===== src/rtl/pipe_reg_param_pkg.sv =====
// Shared definitions for the parameterised valid/ready register pipeline.
// Holds the constant width helper used to size the occupancy counter.
package pipe_reg_param_pkg;

  // Ceiling log2 with a floor of 1, so that every derived port is at least one bit wide.
  function automatic int clog2(input int value);
    int r;
    r = 0;
    while ((1 << r) < value) r++;
    if (r == 0) r = 1;
    return r;
  endfunction

endpackage


===== src/rtl/pipe_reg_param_stage.sv =====
// One pipeline stage: a valid flag plus a write-enabled data register.
// Both are cleared to their reset values asynchronously by an active-high reset.
module pipe_stage
  import pipe_reg_param_pkg::*;
#(
  parameter int              WIDTH   = 2,
  parameter logic [WIDTH-1:0] RST_VAL = '0
) (
  input  logic             clk,
  input  logic             rst,
  input  logic             flush,
  input  logic             load,
  input  logic             advance,
  input  logic [WIDTH-1:0] d_in,
  output logic             valid,
  output logic [WIDTH-1:0] data
);

  // NOTE: sequential state uses non-blocking assignments so that every stage samples its predecessor's pre-edge value.
  always_ff @(posedge clk or posedge rst) begin
    if (rst) begin
      valid <= 1'b0;
    end else if (flush) begin
      valid <= 1'b0;
    end else if (load) begin
      valid <= 1'b1;
    end else if (advance) begin
      valid <= 1'b0;
    end
  end

  // NOTE: the data register is reset as well, so a freshly reset pipeline shows RST_VAL on out_data.
  always_ff @(posedge clk or posedge rst) begin
    if (rst) begin
      data <= RST_VAL;
    end else if (load) begin
      data <= d_in;
    end
  end

endmodule


===== src/rtl/pipe_reg_param.sv =====
// Parameterised valid/ready register pipeline with bubble collapse, flush and occupancy count.
// The last stage drives out_valid/out_data directly; only the ready chain is combinational.
module pipe_reg_param
  import pipe_reg_param_pkg::*;
#(
  parameter int               WIDTH   = 2,
  parameter int               STAGES  = 2,
  parameter logic [WIDTH-1:0] RST_VAL = '0,
  localparam int              CW      = clog2(STAGES + 1)
) (
  input  logic             clk,
  input  logic             rst,
  input  logic             flush,
  input  logic             in_valid,
  input  logic [WIDTH-1:0] in_data,
  output logic             in_ready,
  output logic             out_valid,
  output logic [WIDTH-1:0] out_data,
  input  logic             out_ready,
  output logic [CW-1:0]    occupancy
);

  logic [STAGES-1:0] v;
  logic [STAGES-1:0] adv;
  logic [STAGES-1:0] load;
  logic [WIDTH-1:0]  d [STAGES];

  // Walk from the output side back: 'room' is true when the stage below can take a new item.
  // NOTE: every variable driven here receives a default first, so no latch is inferred.
  always_comb begin
    logic room;
    adv  = '0;
    load = '0;
    room = out_ready;
    for (int i = STAGES - 1; i >= 0; i--) begin
      adv[i] = v[i] & room;
      room   = ~v[i] | adv[i];
    end
    in_ready = room & ~flush;
    load[0]  = in_valid & in_ready;
    for (int i = 1; i < STAGES; i++) begin
      load[i] = adv[i-1] & ~flush;
    end
  end

  genvar g;
  for (g = 0; g < STAGES; g++) begin : g_stage
    logic [WIDTH-1:0] d_src;
    if (g == 0) begin : g_src_in
      assign d_src = in_data;
    end else begin : g_src_prev
      assign d_src = d[g-1];
    end

    pipe_stage #(
      .WIDTH  (WIDTH),
      .RST_VAL(RST_VAL)
    ) u_stage (
      .clk    (clk),
      .rst    (rst),
      .flush  (flush),
      .load   (load[g]),
      .advance(adv[g]),
      .d_in   (d_src),
      .valid  (v[g]),
      .data   (d[g])
    );
  end

  assign out_valid = v[STAGES-1];
  assign out_data  = d[STAGES-1];

  // Population count of the registered valid flags; resets with them.
  always_comb begin
    occupancy = '0;
    for (int i = 0; i < STAGES; i++) begin
      occupancy = occupancy + CW'(v[i]);
    end
  end

endmodule


===== config.mk =====
export PLATFORM = sky130hd
export DESIGN_NAME = pipe_reg_param
export DESIGN_NICKNAME = d
export VERILOG_FILES = /design/src/rtl/pipe_reg_param_pkg.sv /design/src/rtl/pipe_reg_param_stage.sv /design/src/rtl/pipe_reg_param.sv
export SDC_FILE = /design/constraint.sdc
export NUM_CORES = 1
export LEC_CHECK = 0
export ABC_AREA = 1
export BUFFER_PORTS_ARGS = -buffer_cell sky130_fd_sc_hd__buf_4
export CAP_MARGIN = 20
export CORE_AREA = 2 2 39 41
export DETAILED_ROUTE_END_ITERATION = 6
export DIE_AREA = 0 0 41 43
export PLACE_DENSITY = 0.46
export SETUP_SLACK_MARGIN = 0.1
export SLEW_MARGIN = 30
export SYNTH_ARGS = -nofsm -noshare
export SYNTH_HDL_FRONTEND = slang
export SYNTH_SLANG_ARGS = --single-unit

===== constraint.sdc =====
create_clock -name clk -period 1.97 [get_ports clk]
set_input_delay 0.394 -clock clk [delete_from_list [all_inputs] [get_ports clk]]
set_output_delay 0.394 -clock clk [all_outputs]
set_load 0.01 [all_outputs]

* Yosys cells after proc, flatten, opt, wreduce, memory -nomap -nowiden
Cells that the tools add are included.
** Word-level totals
- Flip-flop bits (word level) :: 6
- Input port bits :: 7
- Output and inout port bits :: 6
** Cells by class
- $add $sub $neg :: 1
- Multiplexer cells :: 6
- Bitwise gates (word level) :: 10
- Reductions and logical operators :: 2
** Operators by type and width (number)
- 2-to-1 mux 1 bit :: 6
- nonzero test 3 bit :: 2
- AND 1 bit :: 5
- inverter 1 bit :: 3
- adder 1 x 1 -> 2 bit :: 1
- bitwise OR 1 bit :: 2

* Depth between registers and ports, before layout
Gate-level depths: netlist (run 1).
- Depth after elaboration :: 8
- Gate-level depth with buffers :: 5
- Gate-level depth less buffers :: 5

* Hierarchy
From an unflattened synthesis (run 1), not the netlist that was laid out.
** Second synthesis, totals
- Cells, all modules :: 43
- Area, all modules :: 315.3 um^2
** By module, submodules not included
- pipe_stage :: instances 2, cells each 14, area each 121.4 um^2, sequential area each 75.1 um^2
- pipe_reg_param :: instances 1, cells each 15, area each 72.6 um^2, sequential area each 0.0 um^2

* Least setup slack after synthesis (run 1)
OpenSTA, ideal clock, no wires.
- Path kind :: reg2out
- From :: reg g_stage[1].u_stage.valid
- To :: out occupancy[0]
- Arrival :: 0.769 ns
- Path slack :: 0.807 ns
- Cell stages (with the launch flop) :: 2
- Buffers on the path :: 0
- Cell sequence :: dfrtp_1 -> ha_1
** On the way
- Cells in the longest elaborated chain, start to end :: 1
** RTL lines
- start: declaration :: line pipe_reg_param_stage.sv:15 : output logic valid,
- start signal: assignment :: line pipe_reg_param_stage.sv:22 : valid <= 1'b0;
- start signal: assignment :: line pipe_reg_param_stage.sv:24 : valid <= 1'b0;
- start signal: assignment :: line pipe_reg_param_stage.sv:26 : valid <= 1'b1;
- adder 1 x 1 -> 2 bit :: line pipe_reg_param.sv:77 : occupancy = occupancy + CW'(v[i]);
- end: declaration :: line pipe_reg_param.sv:20 : output logic [CW-1:0] occupancy
No other way between the ends.

* Worst setup path after layout (run 1)
Ends and elaborated chain as after synthesis.

==> flow_metrics.env, run 1 <==
export IMPL_antenna_found_initial=0
export IMPL_grt_max_degree=7
export IMPL_multi_input_area_um2=105.1
export IMPL_p_leak_nw=0.2311
export IMPL_dieArea_um2=1763
export IMPL_internal_power_w=0.0002435
export IMPL_ios=13
export IMPL_cts_htree_levels=1
export IMPL_finalWirelength_um=544
export IMPL_die_w_um=41
export IMPL_combPwrFrac_pct=19.7
export IMPL_drt_pre_antenna_iters=1
export IMPL_fin_crit_sh_pct=76.38
export IMPL_fin_crit_ps=1505
export IMPL_clkPwrFrac_pct=34.9
export IMPL_hold_path_class="in -> async"
export IMPL_layout_drive_gt1_share_pct=41.30
export IMPL_critPathLaunchType="flip-flop"
export IMPL_numCtsBuffers=3
export IMPL_area_growth_syn_to_layout_pct=47.11
export IMPL_rows=14
export IMPL_nFillCells=153
export IMPL_avgSynthCellArea_um2=9.081
export IMPL_seq_power_share_pct=45.4
export IMPL_rsz0062_at_grt="no"
export IMPL_hold_buffers=0
export IMPL_grtUsageTotal_pct=7.445
export IMPL_worstMarginPinSlew_ps=244.0
export IMPL_arrival_ps=1110
export IMPL_synthesis_nets=39
export IMPL_overflow=0
export IMPL_cp_data_required_time_ps=1580
export IMPL_ctsResizeCount=0
export IMPL_finalHoldViolCount=0
export IMPL_clock_root_buffer="clkbuf_4"
export IMPL_grt_pass1_wl_um=793
export IMPL_wl_per_cell_um=8.774
export IMPL_dieHeight_um=43
export IMPL_place_gp_congestion=0.6882
export IMPL_via_per_inst=4.048
export IMPL_yosysTopAreaCellShare_pct=53.33
export IMPL_initial_core_util_pct=20.34
export IMPL_synth_top_area_cell="dfrtp_1"
export IMPL_first_global_vias=199
export IMPL_ys_seq_elements=6
export IMPL_worstPathMaxFanout=4
export IMPL_ys_seq_area_share_pct=53.33
export IMPL_yosysWarnings=0
export IMPL_ys_types=10
export IMPL_fin_tns_setup_ps=0
export IMPL_dp_hpwl_um=436.2
export IMPL_power_total_w=0.0003307
export IMPL_dr_total_vias=251
export IMPL_clkLatencyLatePin_ps=240
export IMPL_finalSetupViolCount=0
export IMPL_maxCapViolations=0
export IMPL_sw_frac_of_total_pct=26.36
export IMPL_syn_inst=31
export IMPL_status="complete, no violations"
export IMPL_cts_setup_buffers=0
export IMPL_ctsLongestPathBuffers=2
export IMPL_drcViolationCount=0
export IMPL_syn_area_um2=281.5
export IMPL_p_sw_w=0.00008716
export IMPL_critPathKind="reg -> out"
export IMPL_io_buffers=12
export IMPL_slew_viol_final=0
export IMPL_seq_area_um2=150.1
export IMPL_drt_iter0_drc=0
export IMPL_cts_tree="done"
export IMPL_num_antenna_cells=0
export IMPL_max_freq_ghz=0.6646
export IMPL_end_kind="output port"
export IMPL_max_vdd_ir_drop_mv=0.2132
export IMPL_synth_area_leaders="dfrtp_1 (53%), nand3_2 (11%), nand2_1 (11%), inv_1 (8.0%), ha_1 (4.4%)"
export IMPL_nets=56
export IMPL_clk_pin_slew_ps=50
export IMPL_final_antenna_net_count=0
export IMPL_power_density_nw_per_um2=798.5
export IMPL_cts_sinks=6
export IMPL_clock_skew_ps=4.703
export IMPL_relSlewSlack_pct=83.71
export IMPL_coreArea_um2=1384
[synth_stat cells (all sizes together)]
| master | count |
|---|---|
| nand2 | 8 |
| o21ai | 3 |
| nand3 | 3 |
| nand4 | 2 |
| inv | 7 |
| a21oi | 1 |
| dfrtp | 6 |
| ha | 1 |
[critical path, cell delays in order (launching register included)]
cell and delay [ps]:
dfrtp_1 420, ha_1 310, buf_4 140
[routing by layer]
layer,GRT usage (%),routed length (um),vias to the layer above
li1,-,-,129
met1,9.709,266,112
met2,8.125,231,8
met3,3.141,33,2
met4,8.000,12,0
met5,0,0,-
[registers in the layout, indices dropped and copies added (netlist names)]
register	count
g_stage.u_stage.data	4
g_stage.u_stage.valid	2
[power groups by stage]
| stage | Clock, W | Combinational (W) | Sequential [W] |
|---|---|---|---|
| floorplan | 0 | 0.0000271 | 0.000155 |
| finish | 0.000115 | 0.0000651 | 0.000150 |
| global placement | 0 | 0.0000657 | 0.000152 |
| detailed placement | 0 | 0.0000664 | 0.000152 |
| global route | 0.000124 | 0.0000737 | 0.000153 |
| CTS | 0.000120 | 0.0000666 | 0.000151 |
[cell families (layout without fill, tap and decap cells)]
family	count (synthesis)	after routing	share of synthesized area [%]
AO/OA/AOI/OAI	4	4	7.108
AND/OR/NAND/NOR	13	13	25.78
flip-flops	6	6	53.33
adder cells (fa/ha/maj)	1	1	4.444
buffers and inverters	7	22	9.331
[final timing paths]
path                                                 start                          to  slack, ps  depth (start not counted)
worst max-delay path              g_stage[1].u_stage.valid                occupancy[0]        470                          2
worst min-delay path                                   rst    g_stage[1].u_stage.valid         70                          2
worst max register to register    g_stage[1].u_stage.valid  g_stage[1].u_stage.data[0]       1090                          4
worst min register to register  g_stage[0].u_stage.data[1]  g_stage[0].u_stage.data[1]        480                          2
max in group asynchronous                              rst  g_stage[0].u_stage.data[1]       1700                          2
min in group clk                                     flush    g_stage[0].u_stage.valid        320                          2
[metrics by stage]
step / std cells / setup WS (ps) / utilization, % / instance area, um2 / hold WS (ps)
floorplan: 31 / 806.9 / - / 281.5 / 185.0
global placement: 59 / 644.8 / 28.30 / 391.6 / 330.3
detailed placement: 59 / 641.3 / 28.30 / 391.6 / 334.8
CTS: 62 / 456.1 / 29.93 / 414.1 / 71.44
global route: 62 / 435.7 / 29.93 / 414.1 / 88.74
finish: 62 / 465.4 / 29.93 / 414.1 / 68.44
[layout by cell type, fill, tap and decap left out, drive strengths merged]
cell	instances
a21oi	1
buf	12
clkbuf	3
dfrtp	6
ha	1
inv	7
nand2	8
nand3	3
nand4	2
o21ai	3
[final cells by class]
cell class	instances	area share [%]
sequential	6	36.25
tap	16	4.834
timing repair buffer	12	21.75
inverter	7	6.344
multi-input combinational	18	25.38
clock buffer	3	5.438
Note: power is estimated with default switching activity, not from simulation.
==> run 2: changes to the inputs <==
==> constraint.sdc (replaced) <==
create_clock -name clk -period 1.4 [get_ports clk]
set_input_delay 0.28 -clock clk [delete_from_list [all_inputs] [get_ports clk]]
set_output_delay 0.28 -clock clk [all_outputs]
set_load 0.01 [all_outputs]
==> run 2 against run 1 <==
  * Non-clock buffer count increased by 5
  * Flip-flop and latch count unchanged
  * Wire length increased by 6.6%
  * Sequential power increased by 40%
  * Clock skew decreased by 3.5 ps
  * Cell area increased by 12%
  * Setup slack got worse by 410 ps
  * Via count increased by 7.2%
  * Utilization increased by 3.6 points
  * Register-to-register slack got worse by 680 ps
  * Critical path type unchanged
  * Highest routed layer is now met3
==> flow_metrics.env, run 2 (synthesis gave the netlist of run 1 again) <==
export IMPL_status="complete, no violations"
export IMPL_ios=13
export IMPL_seq_area_um2=150.1
export IMPL_initial_core_util_pct=20.34
export IMPL_numCtsBuffers=3
export IMPL_grt_pass1_wl_mm=1.021
export IMPL_power_density_nw_per_um2=1016
export IMPL_finalWirelength_um=580
export IMPL_maxCapViolations=0
export IMPL_dp_slack_ps=279.7
export IMPL_critPathKind="reg -> out"
export IMPL_dp_hpwl_um=423
export IMPL_io_buffers=12
export IMPL_cp_slowest_stage_delay_ps=400
export IMPL_max_freq_ghz=0.7419
export IMPL_stdcell_count=67
export IMPL_finalSetupViolCount=0
export IMPL_clk_pin_slew_ps=40
export IMPL_wl_per_cell_um=8.657
export IMPL_rows=14
export IMPL_drcViolationCount=0
export IMPL_wl_met1_um=256
export IMPL_cts_tree="done"
export IMPL_fin_crit_sh_pct=96.28
export IMPL_largest_register="g_stage.u_stage.data"
export IMPL_dieHeight_um=43
export IMPL_top_layer="met3"
export IMPL_drt_iter0_drc=4
export IMPL_final_antenna_net_count=0
export IMPL_cts_htree_levels=1
export IMPL_dieArea_um2=1763
export IMPL_clock_root_buffer="clkbuf_4"
export IMPL_overflow=0
export IMPL_fin_ws_ps=52.12
export IMPL_place_gp_congestion=0.6697
export IMPL_final_common_cell="buf_4"
export IMPL_clock_skew_ps=1.231
export IMPL_drt_pre_antenna_iters=2
export IMPL_cp_data_required_time_ps=1120
export IMPL_p_leak_nw=0.2539
export IMPL_slowest_stage="dfrtp_1"
export IMPL_dp_cells=59
export IMPL_largest_register_ffs=4
export IMPL_max_vdd_ir_drop_mv=0.2904
export IMPL_end_kind="output port"
export IMPL_fin_crit_ps=1348
export IMPL_power_total_w=0.0004717
export IMPL_arrival_ps=1070
export IMPL_num_antenna_cells=0
export IMPL_dr_total_vias=269
export IMPL_critPathLaunchType="flip-flop"
export IMPL_coreArea_um2=1384
export IMPL_hold_path_class="in -> reg"
export IMPL_multi_input_area_um2=107.6
export IMPL_relSlewSlack_pct=84.37
export IMPL_worstPathMaxFanout=3
export IMPL_final_util_pct=33.54
export IMPL_slew_viol_final=0
export IMPL_final_cell_mix="buf_4 (14), nand2_1 (8), inv_1 (6), dfrtp_1 (6)"
export IMPL_crit_chain="ha_2 > buf_6"
export IMPL_cts_sinks=6
export IMPL_via_per_inst=4.015
export IMPL_die_w_um=41
export IMPL_first_global_vias=260
export IMPL_reg_top3="g_stage.u_stage.data: 4 flops, g_stage.u_stage.valid: 2 flops"
export IMPL_grtUsageTotal_pct=8.981
export IMPL_layout_drive_gt1_share_pct=47.06
export IMPL_ctsLongestPathBuffers=2
export IMPL_fin_tns_setup_ps=0
export IMPL_dr_wl_met2_um=283
export IMPL_area_growth_syn_to_layout_pct=64.89
export IMPL_route_met3_wl_um=40
export IMPL_nets=61
export IMPL_grt_max_degree=7
export IMPL_antenna_found_initial=0
export IMPL_finalHoldViolCount=0
export IMPL_nFillCells=151
export IMPL_rsz0062_at_grt="yes"
export IMPL_clkLatencyLatePin_ps=240
export IMPL_worstMarginPinSlew_ps=234.2
run 2: final cells by class:
cell class	count	share of cell area, %
Clock buffer	3	4.852
Sequential cell	6	32.35
Tap cell	16	4.313
Timing Repair Buffer	17	29.65
Inverter	7	5.660
Multi-Input combinational cell	18	23.18
run 2: worst paths after layout:
kind | end | startpoint | cells past startpoint | slack, ps
min reg2reg | g_stage[0].u_stage.data[0] | g_stage[0].u_stage.data[0] | 2 | 460
max in group asynchronous | g_stage[1].u_stage.data[0] | rst | 3 | 690
min in group asynchronous | g_stage[1].u_stage.valid | rst | 3 | 510
min | g_stage[0].u_stage.valid | flush | 2 | 200
max | occupancy[0] | g_stage[0].u_stage.valid | 2 | 50
max reg2reg | g_stage[0].u_stage.data[1] | g_stage[1].u_stage.valid | 6 | 410
run 2: routing by layer:
metal	global-route usage, %	vias up
met1	10.13	115
met5	0	-
met2	12.50	10
met3	3.141	0
li1	-	144
met4	8.000	0
run 2: through the flow:
step | hold slack (ps) | area [um2]
after floorplan | 70.96 | 281.5
final | 204.9 | 464.2
after detailed placement | 223.7 | 391.6
after global routing | 197.6 | 464.2
after global placement | 222.5 | 391.6
after CTS | 196.9 | 450.4
run 2: what timing repair did:
action | in CTS | in global routing
hold buffers | 1 | 0
resized for setup | 1 | 2
setup endpoints to repair | 2 | 3
pin swaps | 2 | 2
buffers inserted | 3 | 1
endpoints found under the hold margin | 6 | 0
run 2: where the power goes:
group	total (W)	switching (W)	internal, W	leakage, nW
Combinational	0.000105	0.0000458	0.0000590	0.163
Sequential	0.000210	0.0000132	0.000197	0.0766
Clock	0.000157	0.0000602	0.0000968	0.0138
run 2: critical path, delay by kind of cell, from the launching register on:
kind | cells | cell delay (ps)
adder cells (fa/ha/maj) | 1 | 330
flip-flops | 1 | 400
buffers and inverters | 1 | 90
